$ cat src/rtl/key_sweep_pkg.sv
// Shared types and default widths for the brute-force key sweep generator.
package key_sweep_pkg;

  localparam int KEY_W_DEFAULT = 8;
  localparam int ATTEMPT_W     = KEY_W_DEFAULT + 1;

  typedef enum logic [1:0] {
    IDLE    = 2'd0,
    DRIVE   = 2'd1,
    FOUND   = 2'd2,
    EXHAUST = 2'd3
  } sweep_state_t;

endpackage

$ cat src/rtl/key_sweep_gen.sv
// Drives successive key candidates to a registered compare stage, holds each for
// DWELL cycles, and latches the first candidate whose match feedback is seen.
module key_sweep_gen
  import key_sweep_pkg::*;
#(
  parameter int KEY_W     = KEY_W_DEFAULT,
  parameter int DWELL     = 4,
  parameter int MATCH_LAT = 1
) (
  input  logic             clk,
  input  logic             rst,
  input  logic             start,
  input  logic             abort,
  input  logic             match_in,
  output logic [KEY_W-1:0] key_out,
  output logic             key_valid,
  output logic             busy,
  output logic             found,
  output logic             exhausted,
  output logic [KEY_W-1:0] found_key,
  output logic [KEY_W:0]   attempts
);

  localparam int                DW_W       = (DWELL > 1) ? $clog2(DWELL) : 1;
  localparam logic [DW_W-1:0]   DWELL_LAST = DW_W'(DWELL - 1);
  localparam logic [KEY_W-1:0]  CAND_LAST  = {KEY_W{1'b1}};

  // The compare result must have settled before the evaluation cycle samples it.
  if (DWELL < MATCH_LAT + 1) begin : g_bad_dwell
    $error("key_sweep_gen: DWELL must be at least MATCH_LAT+1");
  end

  sweep_state_t     state_r;
  logic [KEY_W-1:0] cand_r;
  logic [DW_W-1:0]  dwell_r;

  // Sweep state machine; every output is a register updated alongside the state.
  always_ff @(posedge clk) begin
    if (rst) begin
      state_r   <= IDLE;
      cand_r    <= '0;
      dwell_r   <= '0;
      key_out   <= '0;
      key_valid <= 1'b0;
      busy      <= 1'b0;
      found     <= 1'b0;
      exhausted <= 1'b0;
      found_key <= '0;
      attempts  <= '0;
    end else begin
      case (state_r)
        IDLE, FOUND, EXHAUST: begin
          if (start) begin
            state_r   <= DRIVE;
            cand_r    <= '0;
            dwell_r   <= '0;
            key_out   <= '0;
            key_valid <= 1'b1;
            busy      <= 1'b1;
            found     <= 1'b0;
            exhausted <= 1'b0;
            found_key <= '0;
            attempts  <= '0;
          end else begin
            state_r <= state_r;
          end
        end

        DRIVE: begin
          if (abort) begin
            // Abort wins even over a match sampled on the same edge.
            state_r   <= IDLE;
            key_out   <= '0;
            key_valid <= 1'b0;
            busy      <= 1'b0;
          end else if (dwell_r == DWELL_LAST) begin
            attempts <= attempts + (KEY_W + 1)'(1);
            if (match_in) begin
              state_r   <= FOUND;
              found     <= 1'b1;
              found_key <= cand_r;
              key_out   <= cand_r;
              key_valid <= 1'b1;
              busy      <= 1'b0;
            end else if (cand_r == CAND_LAST) begin
              state_r   <= EXHAUST;
              exhausted <= 1'b1;
              key_out   <= '0;
              key_valid <= 1'b0;
              busy      <= 1'b0;
            end else begin
              cand_r  <= cand_r + KEY_W'(1);
              key_out <= cand_r + KEY_W'(1);
              dwell_r <= '0;
            end
          end else begin
            dwell_r <= dwell_r + DW_W'(1);
          end
        end

        default: begin
          state_r   <= IDLE;
          key_out   <= '0;
          key_valid <= 1'b0;
          busy      <= 1'b0;
        end
      endcase
    end
  end

endmodule

$ cat config.mk
export PLATFORM = sky130hd
export DESIGN_NAME = key_sweep_gen
export DESIGN_NICKNAME = d
export VERILOG_FILES = /design/src/rtl/key_sweep_pkg.sv /design/src/rtl/key_sweep_gen.sv
export SDC_FILE = /design/constraint.sdc
export NUM_CORES = 1
export LEC_CHECK = 0
export BUFFER_PORTS_ARGS = -buffer_cell sky130_fd_sc_hd__buf_2
export CAP_MARGIN = 20
export CORE_AREA = 2 2 61 63
export CTS_BUF_LIST = sky130_fd_sc_hd__clkbuf_4 sky130_fd_sc_hd__clkbuf_8
export DETAILED_ROUTE_END_ITERATION = 6
export DIE_AREA = 0 0 63 65
export PLACE_DENSITY = 0.95
export SLEW_MARGIN = 20
export SYNTH_ARGS = -nofsm -noshare
export SYNTH_HDL_FRONTEND = slang
export SYNTH_SLANG_ARGS = --single-unit
$ cat constraint.sdc
create_clock -name clk -period 3.42 [get_ports clk]
set_input_delay 0.171 -clock clk [delete_from_list [all_inputs] [get_ports clk]]
set_output_delay 0.171 -clock clk [all_outputs]
set_load 0.01 [all_outputs]
# Yosys cells after proc, flatten, opt, wreduce, memory -nomap -nowiden
# Cells that the tools add are included.
[classes] n_mux=51 eq_ne=16 reduce_logical=9 n_addsub=3
[op_table] op="$mux W8" count=12
[op_table] op="$pmux W8 S2" count=3
[op_table] op="$mux W9" count=3
[op_table] op="$mux W2" count=10
[op_table] op="$pmux W9 S2" count=1
[op_table] op="$mux W1" count=16
[op_table] op="$ne A2 B2 Y1 const B" count=7
[op_table] op="$reduce_and A5 Y1" count=2
[op_table] op="$add A9 B1 Y9 const B" count=1
[op_table] op="$ne A3 B3 Y1 const B" count=3
[op_table] op="$add A8 B1 Y8 const B" count=1
[op_table] op="$eq A8 B8 Y1 const B" count=1
[op_table] op="$pmux W1 S2" count=4
[op_table] op="$pmux W2 S2" count=2
[op_table] op="$reduce_and A4 Y1" count=2
[op_table] op="$eq A2 B2 Y1 const B" count=3
[op_table] op="$reduce_and A3 Y1" count=2
[op_table] op="$ne A4 B4 Y1 const B" count=1
[op_table] op="$reduce_or A3 Y1" count=1
[op_table] op="$add A2 B1 Y2 const B" count=1
[op_table] op="$eq A2 B1 Y1 const B" count=1
[op_table] op="$logic_not A2 Y1" count=1
[op_table] op="$reduce_and A2 Y1" count=1
[totals] regBits=41 word_cells=89 input_bits=5

# Logic depth before layout (Yosys ltp)
# Gate-level depths: netlist of the first run.
[logic_depth] ltp_word=6 ltp_mapped=7

# Worst setup path before layout of the first run
# OpenSTA, ideal clock, no wires.
[synth_timing] path_kind="reg2reg" from="reg cand_r[0]" to="reg key_out[5]" arrival_time_ps=1462 period_less_slack_ps=1594 path_slack_ps=1826 t_required_ps=3288 setup_time_ps=132 path_stages_with_launch=7 path_cell_list="dfxtp_1 -> ha_1 -> and4_1 -> clkbuf_1 -> a22oi_1 -> o311ai_0 -> a21oi_1"
[synth_between] elab_chain_len=6
[synth_lines] element="start: declaration" line_no="key_sweep_gen.sv:34" rtl="logic [KEY_W-1:0] cand_r;"
[synth_lines] element="start signal: assignment" line_no="key_sweep_gen.sv:92" rtl="cand_r <= cand_r + KEY_W'(1);"
[synth_lines] element="$add A8 B1 Y8 or $eq A8 B8 Y1 (tied branches)" line_no="key_sweep_gen.sv:93, key_sweep_gen.sv:85"
[synth_lines] element="$mux W8 (*)" line_no="key_sweep_gen.sv:85" rtl="end else if (cand_r == CAND_LAST) begin"
[synth_lines] element="$mux W8 (*)" line_no="key_sweep_gen.sv:78" rtl="if (match_in) begin"
[synth_lines] element="$mux W8 (*)" line_no="key_sweep_gen.sv:76" rtl="end else if (dwell_r == DWELL_LAST) begin"
[synth_lines] element="$mux W8 (*)" line_no="key_sweep_gen.sv:70" rtl="if (abort) begin"
[synth_lines] element="$pmux W8 S2 (*)" line_no="key_sweep_gen.sv:51" rtl="case (state_r)"
[synth_lines] element="end signal: assignment" line_no="key_sweep_gen.sv:82" rtl="key_out <= cand_r;"
[synth_lines] element="end signal: assignment" line_no="key_sweep_gen.sv:93" rtl="key_out <= cand_r + KEY_W'(1);"
[synth_lines] element="end: declaration" line_no="key_sweep_gen.sv:15" rtl="output logic [KEY_W-1:0] key_out,"
# Mark *: on every way between the ends. The rest lies on a longest branch, timed or not. The select of a mux whose other input is x is not followed.
# A chain may end at the register's enable or synchronous reset.

# Final worst setup path of the first run
[layout_timing] from="reg dwell_r[0]" to="reg attempts[3]"
[layout_between] elab_chain_len=3
[layout_lines] element="start: declaration" line_no="key_sweep_gen.sv:35" rtl="logic [DW_W-1:0] dwell_r;"
[layout_lines] element="start signal: assignment" line_no="key_sweep_gen.sv:97" rtl="dwell_r <= dwell_r + DW_W'(1);"
[layout_lines] element="$eq A2 B2 Y1" line_no="key_sweep_gen.sv:76"
[layout_lines] element="$ne A2 B2 Y1 (no line)"
[layout_lines] element="$reduce_and A3 Y1 (no line)"
[layout_lines] element="end signal: assignment" line_no="key_sweep_gen.sv:77" rtl="attempts <= attempts + (KEY_W + 1)'(1);"
[layout_lines] element="end: declaration" line_no="key_sweep_gen.sv:21" rtl="output logic [KEY_W:0] attempts"
# No other way between the ends.

==> results of run 1 <==
-- worst paths after layout --
kind                                         startpoint                        to  cells after the start
worst max-delay path            dwell_r[0]$_SDFFE_PP0P_  attempts[3]$_SDFFE_PP0P_                      5
worst min-delay path                              abort   state_r[0]$_SDFFE_PP0P_                      3
worst max register to register  dwell_r[0]$_SDFFE_PP0P_  attempts[3]$_SDFFE_PP0P_                      5
worst min register to register  key_out[5]$_SDFFE_PP0P_   key_out[5]$_SDFFE_PP0P_                      2
-- sequential cells by signal (all words and copies together), names as in the netlist --
signal / cells
found_key: 8
state_r: 2
found: 1
attempts: 9
key_valid: 1
key_out: 8
exhausted: 1
cand_r: 8
busy: 1
dwell_r: 2
-- worst min-delay path, cell delays in order --
cell,delay (ns)
buf_2,0.16
or2_2,0.14
a311oi_1,0.08
-- routing by layer --
layer	share of wire	global-route usage
met2	0.44	0.3670
met1	0.45	0.3601
met5	0	0
met4	0.029	0.1361
met3	0.080	0.05556
-- layout make-up --
class | instances | area, um^2 | area share
clock inverter | 1 | 5.005 | 0.002164
timing repair buffer | 33 | 165.2 | 0.07143
clock buffer | 7 | 65.06 | 0.02814
multi-input combinational | 190 | 1166 | 0.5043
inverter | 8 | 30.03 | 0.01299
tap | 48 | 60.06 | 0.02597
sequential | 41 | 820.8 | 0.3550
-- metrics by stage --
step / setup WS [ns] / std cells / utilization
detailed placement: 1.465 / 320 / 0.6414
floorplan: 1.826 / 258 / -
global placement: 1.527 / 320 / 0.6414
finish: 1.383 / 328 / 0.6614
CTS: 1.428 / 328 / 0.6614
global route: 1.277 / 328 / 0.6614
-- logic make-up (layout without fill, tap and decap cells) --
logic type               after synthesis  in the layout  synth area share
adder cells (fa/ha/maj)                3              3           0.01772
buffers and inverters                 27             49           0.06202
multiplexers                           7              7           0.03308
AO/OA/AOI/OAI                         76             76            0.2375
XOR/XNOR                               3              3           0.01241
flip-flops                            41             41            0.3875
AND/OR/NAND/NOR                      101            101            0.2499
-- cells in the mapped netlist (3+ instances only) --
library cell   n
nor3_1         4
a211oi_1       6
clkbuf_1       7
or4_1          3
and3_1         3
nor2_1        18
and2_1         3
a22oi_1        4
ha_1           3
nand2b_1       8
a21oi_1       22
o21ai_0       15
nand4_1        3
nand2_1       31
nor4_1         3
buf_2          6
o21a_1         3
nand3_1       12
dfxtp_1       41
o22ai_1        4
inv_1          8
mux2i_1        7
-- power breakdown --
| part | internal, mW | total (mW) | leakage [nW] | switching [mW] |
|---|---|---|---|---|
| logic | 0.0367 | 0.117 | 0.536 | 0.0806 |
| clock network | 0.119 | 0.272 | 0.0413 | 0.153 |
| registers | 0.486 | 0.493 | 0.331 | 0.00715 |
==> flow_summary.ini, run 1 <==
[outcome]
outcome = complete, no violations

[timing]
max_slew_margin = 0.4114
tightest_slew_ns = 0.8829
min_period_over_period = 0.5955
tns_ns = 0
hold_slack_ns = 0.2330
final_hold_viol_count = 0
finalMaxSlewViolations = 0
layout_min_cycle_time_ns = 2.037
max_freq_mhz = 491.0
fin_skew_ns = 0.006564
setup-violations-final = 0
rsz0062_at_grt = false

[clock_network]
cts_setup_buffers = 0
insertion_delay_ns = 0.35
htreeDepth = 2
cts_resized = 0
clock-sinks = 41
clkSlewWorstSetupHoldPaths_ns = 0.12
cts_max_path_buffers = 2
ctsHoldBuffers = 0
cts_made_buffers = 5
cts_tree = built
root_buffer = clkbuf_4

[power]
leakage_nw = 0.9087
ir_worst_vdd_uv = 244.6
finalPower_mw = 0.8825
p_per_area_mw_per_mm2 = 381.7

[critical_path]
cpLargestDelayFamily = simple AND/OR/NAND/NOR gates
end_kind = register
startpoint_type = register
cp_cell_sequence = ha_1 > and4bb_1 > a21oi_4 > or4_1 > a21oi_1
arrival_ns = 2.33
path_max_fanout = 27
crit_type = reg2reg
reg2reg_slack_ns = 1.38
crit_required_ns = 3.72
crit_slowest_cell = or4_1
cp_slowest_stage_delay_ns = 0.52
crit_buf_inv = 0

[detailed_routing]
first_pass_iters = 6
drt_wl_total_mm = 4.797
vias_per_cell = 6.155
drcViolationCount = 0
ant_nets = 0
drt_iter0_drc = 239
vias = 2019
wl_per_cell_um = 14.63

[logic_synthesis]
ys_warn_count = 0
yosys.area.top_type_share = 0.3875
yosys.area.top_type = dfxtp_1
synth_area_leaders = dfxtp_1, nand2_1, a21oi_1
synth_edf_count = 0
yosysUniqueCellTypes = 55
synthCells = 258
synth_ff_type = dfxtp_1
synthesis.area_mm2 = 0.002118
synth_nets = 266
ys_seq_elements = 41
synth.avg_cell_area_um2 = 8.210
synthArstFlopShare = 0
ys_seq_area_frac = 0.3875

[final_layout]
final_common_cell = dfxtp_1
postLayoutCellArea_mm2 = 0.002312
area_growth_pct = 9.155
drive_gt1_frac = 0.1786
nFillCells = 307
antenna_cells = 0
final_cell_mix = dfxtp_1, buf_2, nand2_1
fin_nets = 287

[floorplanning]
die_height_um = 65
die_width_um = 63
boundaryPins = 34
start_util = 0.6059
core_area_mm2 = 0.003496
rows = 22
die_area_mm2 = 0.004095

[job]
drv_cap = 0

[global_route]
grt.total_usage = 0.2569
grt_pass1_wl_mm = 8.473
grt_pass1_vias = 1823
antenna_found_initial = 0
overflow = 0
grt_max_degree = 28

[placed_design]
portBuffers = 33
hpwl_mm = 3.281
place_area_mm2 = 0.002242
globalplace.congestion = 0.8953

[hold_path]
hold_class = in2reg
No activity file was read; power rests on OpenSTA's default activity.
==> run 2: changes to the inputs <==
--- a/config.mk
+++ b/config.mk
@@ -7,11 +7,11 @@
 export LEC_CHECK = 0
 export BUFFER_PORTS_ARGS = -buffer_cell sky130_fd_sc_hd__buf_2
 export CAP_MARGIN = 20
-export CORE_AREA = 2 2 61 63
+export CORE_AREA = 2 2 64 66
 export CTS_BUF_LIST = sky130_fd_sc_hd__clkbuf_4 sky130_fd_sc_hd__clkbuf_8
 export DETAILED_ROUTE_END_ITERATION = 6
-export DIE_AREA = 0 0 63 65
-export PLACE_DENSITY = 0.95
+export DIE_AREA = 0 0 66 68
+export PLACE_DENSITY = 0.88
 export SLEW_MARGIN = 20
 export SYNTH_ARGS = -nofsm -noshare
 export SYNTH_HDL_FRONTEND = slang
==> constraint.sdc (replaced) <==
create_clock -name clk -period 1.9 [get_ports clk]
set_input_delay 0.095 -clock clk [delete_from_list [all_inputs] [get_ports clk]]
set_output_delay 0.095 -clock clk [all_outputs]
set_load 0.01 [all_outputs]
==> flow_summary.ini, run 2 (synthesis gave the netlist of run 1 again) <==
[floorplanning]
boundaryPins = 34
die_area_mm2 = 0.004488
die_width_um = 66
rows = 23
die_height_um = 68
start_util = 0.5493
core_area_mm2 = 0.003856

[hold_path]
hold_class = in2reg

[clock_network]
root_buffer = clkbuf_8
cts_tree = built
clkSlewWorstSetupHoldPaths_ns = 0.08
clock-sinks = 41
ctsHoldBuffers = 0
htreeDepth = 2
cts_max_path_buffers = 2
cts_made_buffers = 5
insertion_delay_ns = 0.30

[final_layout]
fin_nets = 302
antenna_cells = 0
largest_reg_flops = 9
area_growth_pct = 15.71
postLayoutCellArea_mm2 = 0.002451
final_common_cell = dfxtp_1
drive_gt1_frac = 0.2203
top_register = attempts
final_cell_mix = dfxtp_1, buf_2, nand2_1

[critical_path]
end_kind = register
path_max_fanout = 6
startpoint_type = register
cp_num_cells = 6
reg2reg_slack_ns = 0.09
cp-startpoint = dwell_r[0]$_SDFFE_PP0P_
worst_r2r_startpoint = dwell_r[0]$_SDFFE_PP0P_
crit_required_ns = 2.14
cp_cell_sequence = ha_1 > and4bb_1 > a21oi_4 > buf_4 > or4_1 > a21oi_1
cp_slowest_stage_delay_ns = 0.48
crit_end = attempts[3]$_SDFFE_PP0P_
rr_worst_depth = 6
crit_buf_inv = 1
crit_slowest_cell = or4_1
r2r_end = attempts[3]$_SDFFE_PP0P_
arrival_ns = 2.04
cpLargestDelayFamily = simple AND/OR/NAND/NOR gates
crit_type = reg2reg

[detailed_routing]
wl_per_cell_um = 15.09
vias = 2087
vias_per_cell = 6.049
drcViolationCount = 0
first_pass_iters = 4
ant_nets = 0
drt_iter0_drc = 227
drt_wl_total_mm = 5.207

[placed_design]
portBuffers = 33
place_area_mm2 = 0.002335
dpl_worst_slack_ns = 0.1157
hpwl_mm = 3.655
globalplace.congestion = 0.9322

[outcome]
outcome = complete, no violations

[global_route]
grt_pass1_vias = 1896
overflow = 0
grt_pass1_wl_mm = 8.687
grt.total_usage = 0.2517
antenna_found_initial = 0
grt_max_degree = 19

[timing]
layout_min_cycle_time_ns = 1.807
final_hold_viol_count = 0
max_slew_margin = 0.7246
tightest_slew_ns = 0.4116
finalMaxSlewViolations = 0
setup-violations-final = 0
tns_ns = 0
min_period_over_period = 0.9508
setup_slack_ns = 0.09342
max_freq_mhz = 553.5
fin_skew_ns = 0.009905

[power]
finalPower_mw = 1.698
leakage_nw = 0.9909
p_per_area_mw_per_mm2 = 692.8
ir_worst_vdd_uv = 361.4

[job]
drv_cap = 0
-- run 2: changes by cell type in the layout (fill, tap and decap cells not counted) --
| cell | change |
|---|---|
| buf_4 | +15 |
| clkbuf_4 | -4 |
| clkbuf_8 | +3 |
| clkinv_2 | +1 |
| o21ai_2 | -1 |
| o21ai_4 | +1 |
| o311ai_0 | -1 |
| o311ai_1 | +1 |
-- run 2: worst min path at each step --
stage | startpoint | slack (ns) | cells past startpoint | to
after detailed placement | key_out[1]$_SDFFE_PP0P_ | 0.45 | 2 | key_out[1]$_SDFFE_PP0P_
final | rst | 0.16 | 2 | key_out[2]$_SDFFE_PP0P_
after CTS | rst | 0.15 | 2 | attempts[0]$_SDFFE_PP0P_
after global routing | rst | 0.17 | 2 | key_out[2]$_SDFFE_PP0P_
after global placement | found$_SDFFE_PP0P_ | 0.44 | 1 | found$_SDFFE_PP0P_
after floorplan | abort | 0.31 | 2 | state_r[0]$_SDFFE_PP0P_
-- run 2: report_power, final --
part / internal (mW) / total (mW) / leakage (nW) / switching, mW
clock: 0.269 / 0.567 / 0.0484 / 0.298
combinational: 0.0916 / 0.245 / 0.611 / 0.153
sequential: 0.874 / 0.886 / 0.331 / 0.0129
total: 1.23 / 1.70 / 0.991 / 0.464
-- run 2: metrics by stage --
| stage | utilization | hold WS [ns] | std cells |
|---|---|---|---|
| 6_report | 0.6356 | 0.1588 | 345 |
| 5_1_grt | 0.6356 | 0.1713 | 345 |
| 4_1_cts | 0.6278 | 0.1537 | 342 |
| 3_5_place_dp | 0.6055 | 0.4481 | 334 |
| 3_3_place_gp | 0.6055 | 0.4425 | 334 |
| 2_1_floorplan | - | 0.3072 | 258 |
-- run 2: timing repair --
item / CTS / global route
buffers inserted: 0 / 3
resized for setup: 0 / 2
setup endpoints to repair: 0 / 7
-- run 2: layer usage --
layer / share of wire / GRT usage / vias to the layer above
met5: 0 / 0 / -
met4: 0.010 / 0.1173 / 0
met3: 0.074 / 0.05757 / 7
met2: 0.47 / 0.3952 / 87
met1: 0.45 / 0.3306 / 982
li1: - / - / 1011
-- run 2: final cells by class --
class / instances / area (um^2)
Fill cell: 358 / 1405
Multi-Input combinational cell: 190 / 1174
Sequential cell: 41 / 820.8
Timing Repair Buffer: 48 / 277.8
Clock buffer: 6 / 76.32
Tap cell: 50 / 62.56
Inverter: 8 / 30.03
Clock inverter: 2 / 10.01
